## src/rtl/counter_monitor.sv

```systemverilog
// counter_monitor: watches an up/down count against a threshold, raising a
// registered alarm after two consecutive over-threshold samples and dropping it
// only once the count falls to a hysteresis level below the threshold. Also
// tracks a sticky alarm flag, the peak value seen and a saturating entry count.
module counter_monitor #(
    parameter int unsigned WIDTH = 32,
    parameter int unsigned HYST  = 4
) (
    input  logic             clk,
    input  logic             rst,
    input  logic [WIDTH-1:0] value_in,
    input  logic [WIDTH-1:0] thresh_in,
    input  logic             clear_in,
    output logic             alarm_out,
    output logic             sticky_out,
    output logic [WIDTH-1:0] peak_out,
    output logic [15:0]      events_out
);

    typedef enum logic [1:0] {
        StNormal,
        StPending,
        StAlarm
    } state_e;

    localparam logic [WIDTH-1:0] HystW = WIDTH'(HYST);

    state_e           state_q, state_d;
    logic             alarm_q, alarm_d;
    logic             sticky_q, sticky_d;
    logic [WIDTH-1:0] peak_q, peak_d;
    logic [15:0]      events_q, events_d;

    logic             over;
    logic             under;
    logic             entry;
    logic [WIDTH-1:0] clear_level;

    // Threshold comparisons; clear level floors at zero for small thresholds.
    always_comb begin
        over        = value_in > thresh_in;
        clear_level = (thresh_in >= HystW) ? (thresh_in - HystW) : '0;
        under       = value_in <= clear_level;
    end

    // Next-state logic for the alarm FSM.
    always_comb begin
        state_d = state_q;
        entry   = 1'b0;
        unique case (state_q)
            StNormal: begin
                if (over) state_d = StPending;
            end
            StPending: begin
                if (over) begin
                    state_d = StAlarm;
                    entry   = 1'b1;
                end else begin
                    state_d = StNormal;
                end
            end
            StAlarm: begin
                if (under) state_d = StNormal;
            end
            default: state_d = StNormal;
        endcase
        alarm_d = (state_d == StAlarm);
    end

    // Status next-state: an alarm entry in the same cycle as clear_in wins.
    always_comb begin
        sticky_d = sticky_q;
        peak_d   = peak_q;
        events_d = events_q;

        if (entry) begin
            sticky_d = 1'b1;
        end else if (clear_in) begin
            sticky_d = 1'b0;
        end

        if (clear_in) begin
            peak_d = value_in;
        end else if (value_in > peak_q) begin
            peak_d = value_in;
        end

        if (clear_in) begin
            events_d = entry ? 16'd1 : 16'd0;
        end else if (entry && (events_q != 16'hFFFF)) begin
            events_d = events_q + 16'd1;
        end
    end

    // State and status registers; rst overrides clear_in and every transition.
    always_ff @(posedge clk) begin
        if (rst) begin
            state_q  <= StNormal;
            alarm_q  <= 1'b0;
            sticky_q <= 1'b0;
            peak_q   <= '0;
            events_q <= 16'd0;
        end else begin
            state_q  <= state_d;
            alarm_q  <= alarm_d;
            sticky_q <= sticky_d;
            peak_q   <= peak_d;
            events_q <= events_d;
        end
    end

    assign alarm_out  = alarm_q;
    assign sticky_out = sticky_q;
    assign peak_out   = peak_q;
    assign events_out = events_q;

endmodule

```

## config.mk

```make
export PLATFORM = sky130hd
export DESIGN_NAME = counter_monitor
export DESIGN_NICKNAME = d
export VERILOG_FILES = /design/src/rtl/counter_monitor.sv
export SDC_FILE = /design/constraint.sdc
export NUM_CORES = 1
export LEC_CHECK = 0
export ABC_AREA = 1
export BUFFER_PORTS_ARGS = -buffer_cell sky130_fd_sc_hd__buf_2
export CORE_ASPECT_RATIO = 0.7
export CORE_MARGIN = 10
export CORE_UTILIZATION = 40
export CTS_CLUSTER_DIAMETER = 30
export DETAILED_ROUTE_END_ITERATION = 7
export HOLD_SLACK_MARGIN = 0.12
export MAX_ROUTING_LAYER = met4
export SETUP_SLACK_MARGIN = 0.02
export SYNTH_ARGS = -nofsm -noshare
export SYNTH_HDL_FRONTEND = slang
export SYNTH_SLANG_ARGS = --single-unit
```

## constraint.sdc

```tcl
create_clock -name clk -period 6.2 [get_ports clk]
set_input_delay 0.31 -clock clk [delete_from_list [all_inputs] [get_ports clk]]
set_output_delay 0.31 -clock clk [all_outputs]
set_load 0.005 [all_outputs]
```

==> flow_summary.toml <==
[synth]
synth_async_sr_flop_share_pct = 0
synth_sequential_area_ratio_pct = 18.4
number_of_library_cell_types_mapped_by_synthesis = 39
synthesis.area_sq_um = 5650
synth_top_area_cell = "sky130_fd_sc_hd__ha_1"
synth_commonest_cells = "sky130_fd_sc_hd__nand2_1, sky130_fd_sc_hd__nor2_1, sky130_fd_sc_hd__ha_1, sky130_fd_sc_hd__inv_1, sky130_fd_sc_hd__a21oi_1"
yosys_most_used_dff = "sky130_fd_sc_hd__dfxtp_1"
number_of_enable_flip_flop_cells_after_synthesis = 0
count_of_state_elements_after_synthesis = 52
cell_types_occupying_the_most_area_after_synthesis = "sky130_fd_sc_hd__ha_1, sky130_fd_sc_hd__dfxtp_1, sky130_fd_sc_hd__nand2_1"
synth_nets = 1044
most_common_cell_in_the_synthesized_netlist = "sky130_fd_sc_hd__nand2_1"
netlist.area_leader.share_pct = 21.9
syn-instance-count = 878
yosys_warnings = 0
synth_area_per_cell_sq_um = 6.43

[placement]
place_congestion = 0.905
dpl.hpwl_um = 13800
dp_cells = 1161
numPortBuffers = 116

[cts]
post_cts_resized = 0
clock_sinks = 52
cts_tree = "yes"
htree_num_levels = 2
clk_pin_slew_ns = 0.09
clock_tree_root = "sky130_fd_sc_hd__clkbuf_16"
numCtsBuffers = 5
post_cts_buffers = 0
hold_buffers = 0
cts_buffer_depth = 2
clock_insertion_delay_worst_skew_ns = 0.30

[sta]
final.setup_skew_ns = 0.0123
worst_pin_slew_ns = 1.14
rsz0062_at_grt = "no"
setup-tns-final_ns = 0
period_minus_slack_ns = 3.18
drv_slew = 0
final_count_of_negative_setup_slack_endpoints = 0
timing.fmax_ghz = 0.315
report.final.hold_viol_count = 0
worst_slew_margin_rel_pct = 23.7
timing.final.crit_share_pct = 51.3

[cells_and_area]
nets = 1144
fraction_of_layout_cells_with_a_size_suffix_above_1_pct = 16.0
syn_to_final_growth_pct = 15.5
finalNonFillerCells = 1171

[setup_path]
ff2ff_path_depth = 11
arrival_ns = 3.42
reg2reg_from = "peak_out[31]"
cp_cell_sequence = "buf_2 > inv_1 > ha_1 > inv_1 > nor2_4 > inv_1 > nor4_1 > nand3b_1 > nor3_1 > o211ai_1 > ha_1 > nand2_1 > or4_1 > nor2_1 > nand2_1 > nand3_1 > nand2_1 > a21oi_1"
sort_of_element_at_the_start_of_the_critical_path = "primary input"
critical-path-slowest-cell = "sky130_fd_sc_hd__or4_1"
path_class = "primary input to register"
setup.worst_path.start = "thresh_in[3]"
slowest_delay_ns = 0.53
endpoint_of_the_worst_slack_reg_to_reg_timing_path = "peak_out[24]"
cp_data_required_time_ns = 6.44
cp_max_fo = 5
rrSetupSlack_ns = 3.15
crit_path_end_kind = "register"

[floorplanning]
dieArea_sq_um = 19300
rows = 36
die_width_um = 162
die_h_um = 119
start_util_pct = 40.7
core_region_area_sq_um = 13900
design.portCount = 117

[global_route]
gr-total-overflow = 0
grt_pass1_vias = 5594
grt.total_usage_pct = 17.6
grt_pass1_wl_um = 28000
grt_start_max_net_pins = 65
antenna_found_initial = 2

[drt]
drc_errors = 0
route.antenna.remaining_nets = 0
number_of_optimization_iterations_in_the_first_detailed_route_pass = 5
num_vias = 5865
route.final.wire_length_um = 16800
routed_wire_length_per_instance_um = 14.3
route.detailed.vias_per_inst = 5.01
detailedRoute.firstIterationViolations = 361

[min_path]
whs_path_depth = 3
worst_hold_path_type = "primary input to register"
timing.hold.worst_endpoint = "peak_out[0]"
worstHoldStart = "value_in[0]"

[power]
cellLeakagePower_nw = 3.25
pwr_density_cell_nw_per_um2 = 159
irDropWorstVdd_uv = 167

[status]
run_status = "completed"

[run]
timing.max_cap.violations = 0
logic make-up after synthesis:
family,share of synthesized area (%)
AOI/OAI and AO/OA,12.2
xor gates and xnor gates,2.79
adders and majority gates,21.9
buffers and inverters,9.19
DFF,18.4
and+or+nand+nor,35.4
where the power goes:
part	switching [mW]	internal, mW
clock	0.152	0.154
combinational	0.227	0.137
sequential	0.0110	0.358
stage by stage:
stage	hold WS, ns	instance area (sq um)	worst slack [ns]	power, mW	util, %
3_5_place_dp	0.407	6370	2.76	0.741	45.9
3_3_place_gp	0.404	6370	2.81	0.738	45.9
6_report	0.250	6520	3.02	1.04	47.0
4_1_cts	0.249	6520	3.04	1.05	47.0
2_1_floorplan	0.396	5650	3.33	0.619	-
5_1_grt	0.286	6520	2.65	1.13	47.0
metal layers:
layer | vias to the layer above | track usage (%) | part of all wire [%]
met5 | - | - | 0
met4 | 0 | 2.78 | 0.97
met3 | 10 | 3.65 | 5.3
met2 | 133 | 25.5 | 41
met1 | 2602 | 24.9 | 53
li1 | 3120 | - | -
sequential cells by signal (all words and copies together) (netlist names):
| signal | flops |
|---|---|
| state_q | 2 |
| events_out | 16 |
| alarm_out | 1 |
| sticky_out | 1 |
| peak_out | 32 |
placed cells by master, fill, tap and decap left out, drive strengths merged:
cell	count
o211ai	1
a31o	1
o21a	2
a21oi	95
inv	106
a21boi	1
buf	118
nand3	87
o31ai	1
nor3	8
o2111ai	1
nor3b	2
or4	2
nor2	124
nor4	7
nand3b	3
dfxtp	52
clkbuf	5
xnor2	4
ha	99
xor2	14
a21o	1
nand2	194
o21bai	1
clkinv	2
clkinvlp	1
nand4	18
diode	2
o21ai	29
worst max-delay path: cells and delay by family:
family / cells / cell delay [ns]
adders and majority gates: 2 / 0.48
buffers and inverters: 4 / 0.44
AOI/OAI and AO/OA: 2 / 0.25
and+or+nand+nor: 10 / 1.93
worst max path at each step:
stage          slack [ns]         to
3_5_place_dp         2.76  alarm_out
5_1_grt              2.65  alarm_out
6_report             3.02  alarm_out
3_3_place_gp         2.81  alarm_out
4_1_cts              3.04  alarm_out
2_1_floorplan        3.33  alarm_out
layout make-up:
type / count / area, sq um
Fill cell: 1557 / 7350
Clock inverter: 3 / 27.5
Antenna cell: 2 / 5.00
Multi-Input combinational cell: 695 / 4090
Clock buffer: 5 / 125
Sequential cell: 52 / 1040
Tap cell: 190 / 238
Inverter: 106 / 398
Timing Repair Buffer: 118 / 596
(Power assumes the default switching activity.)
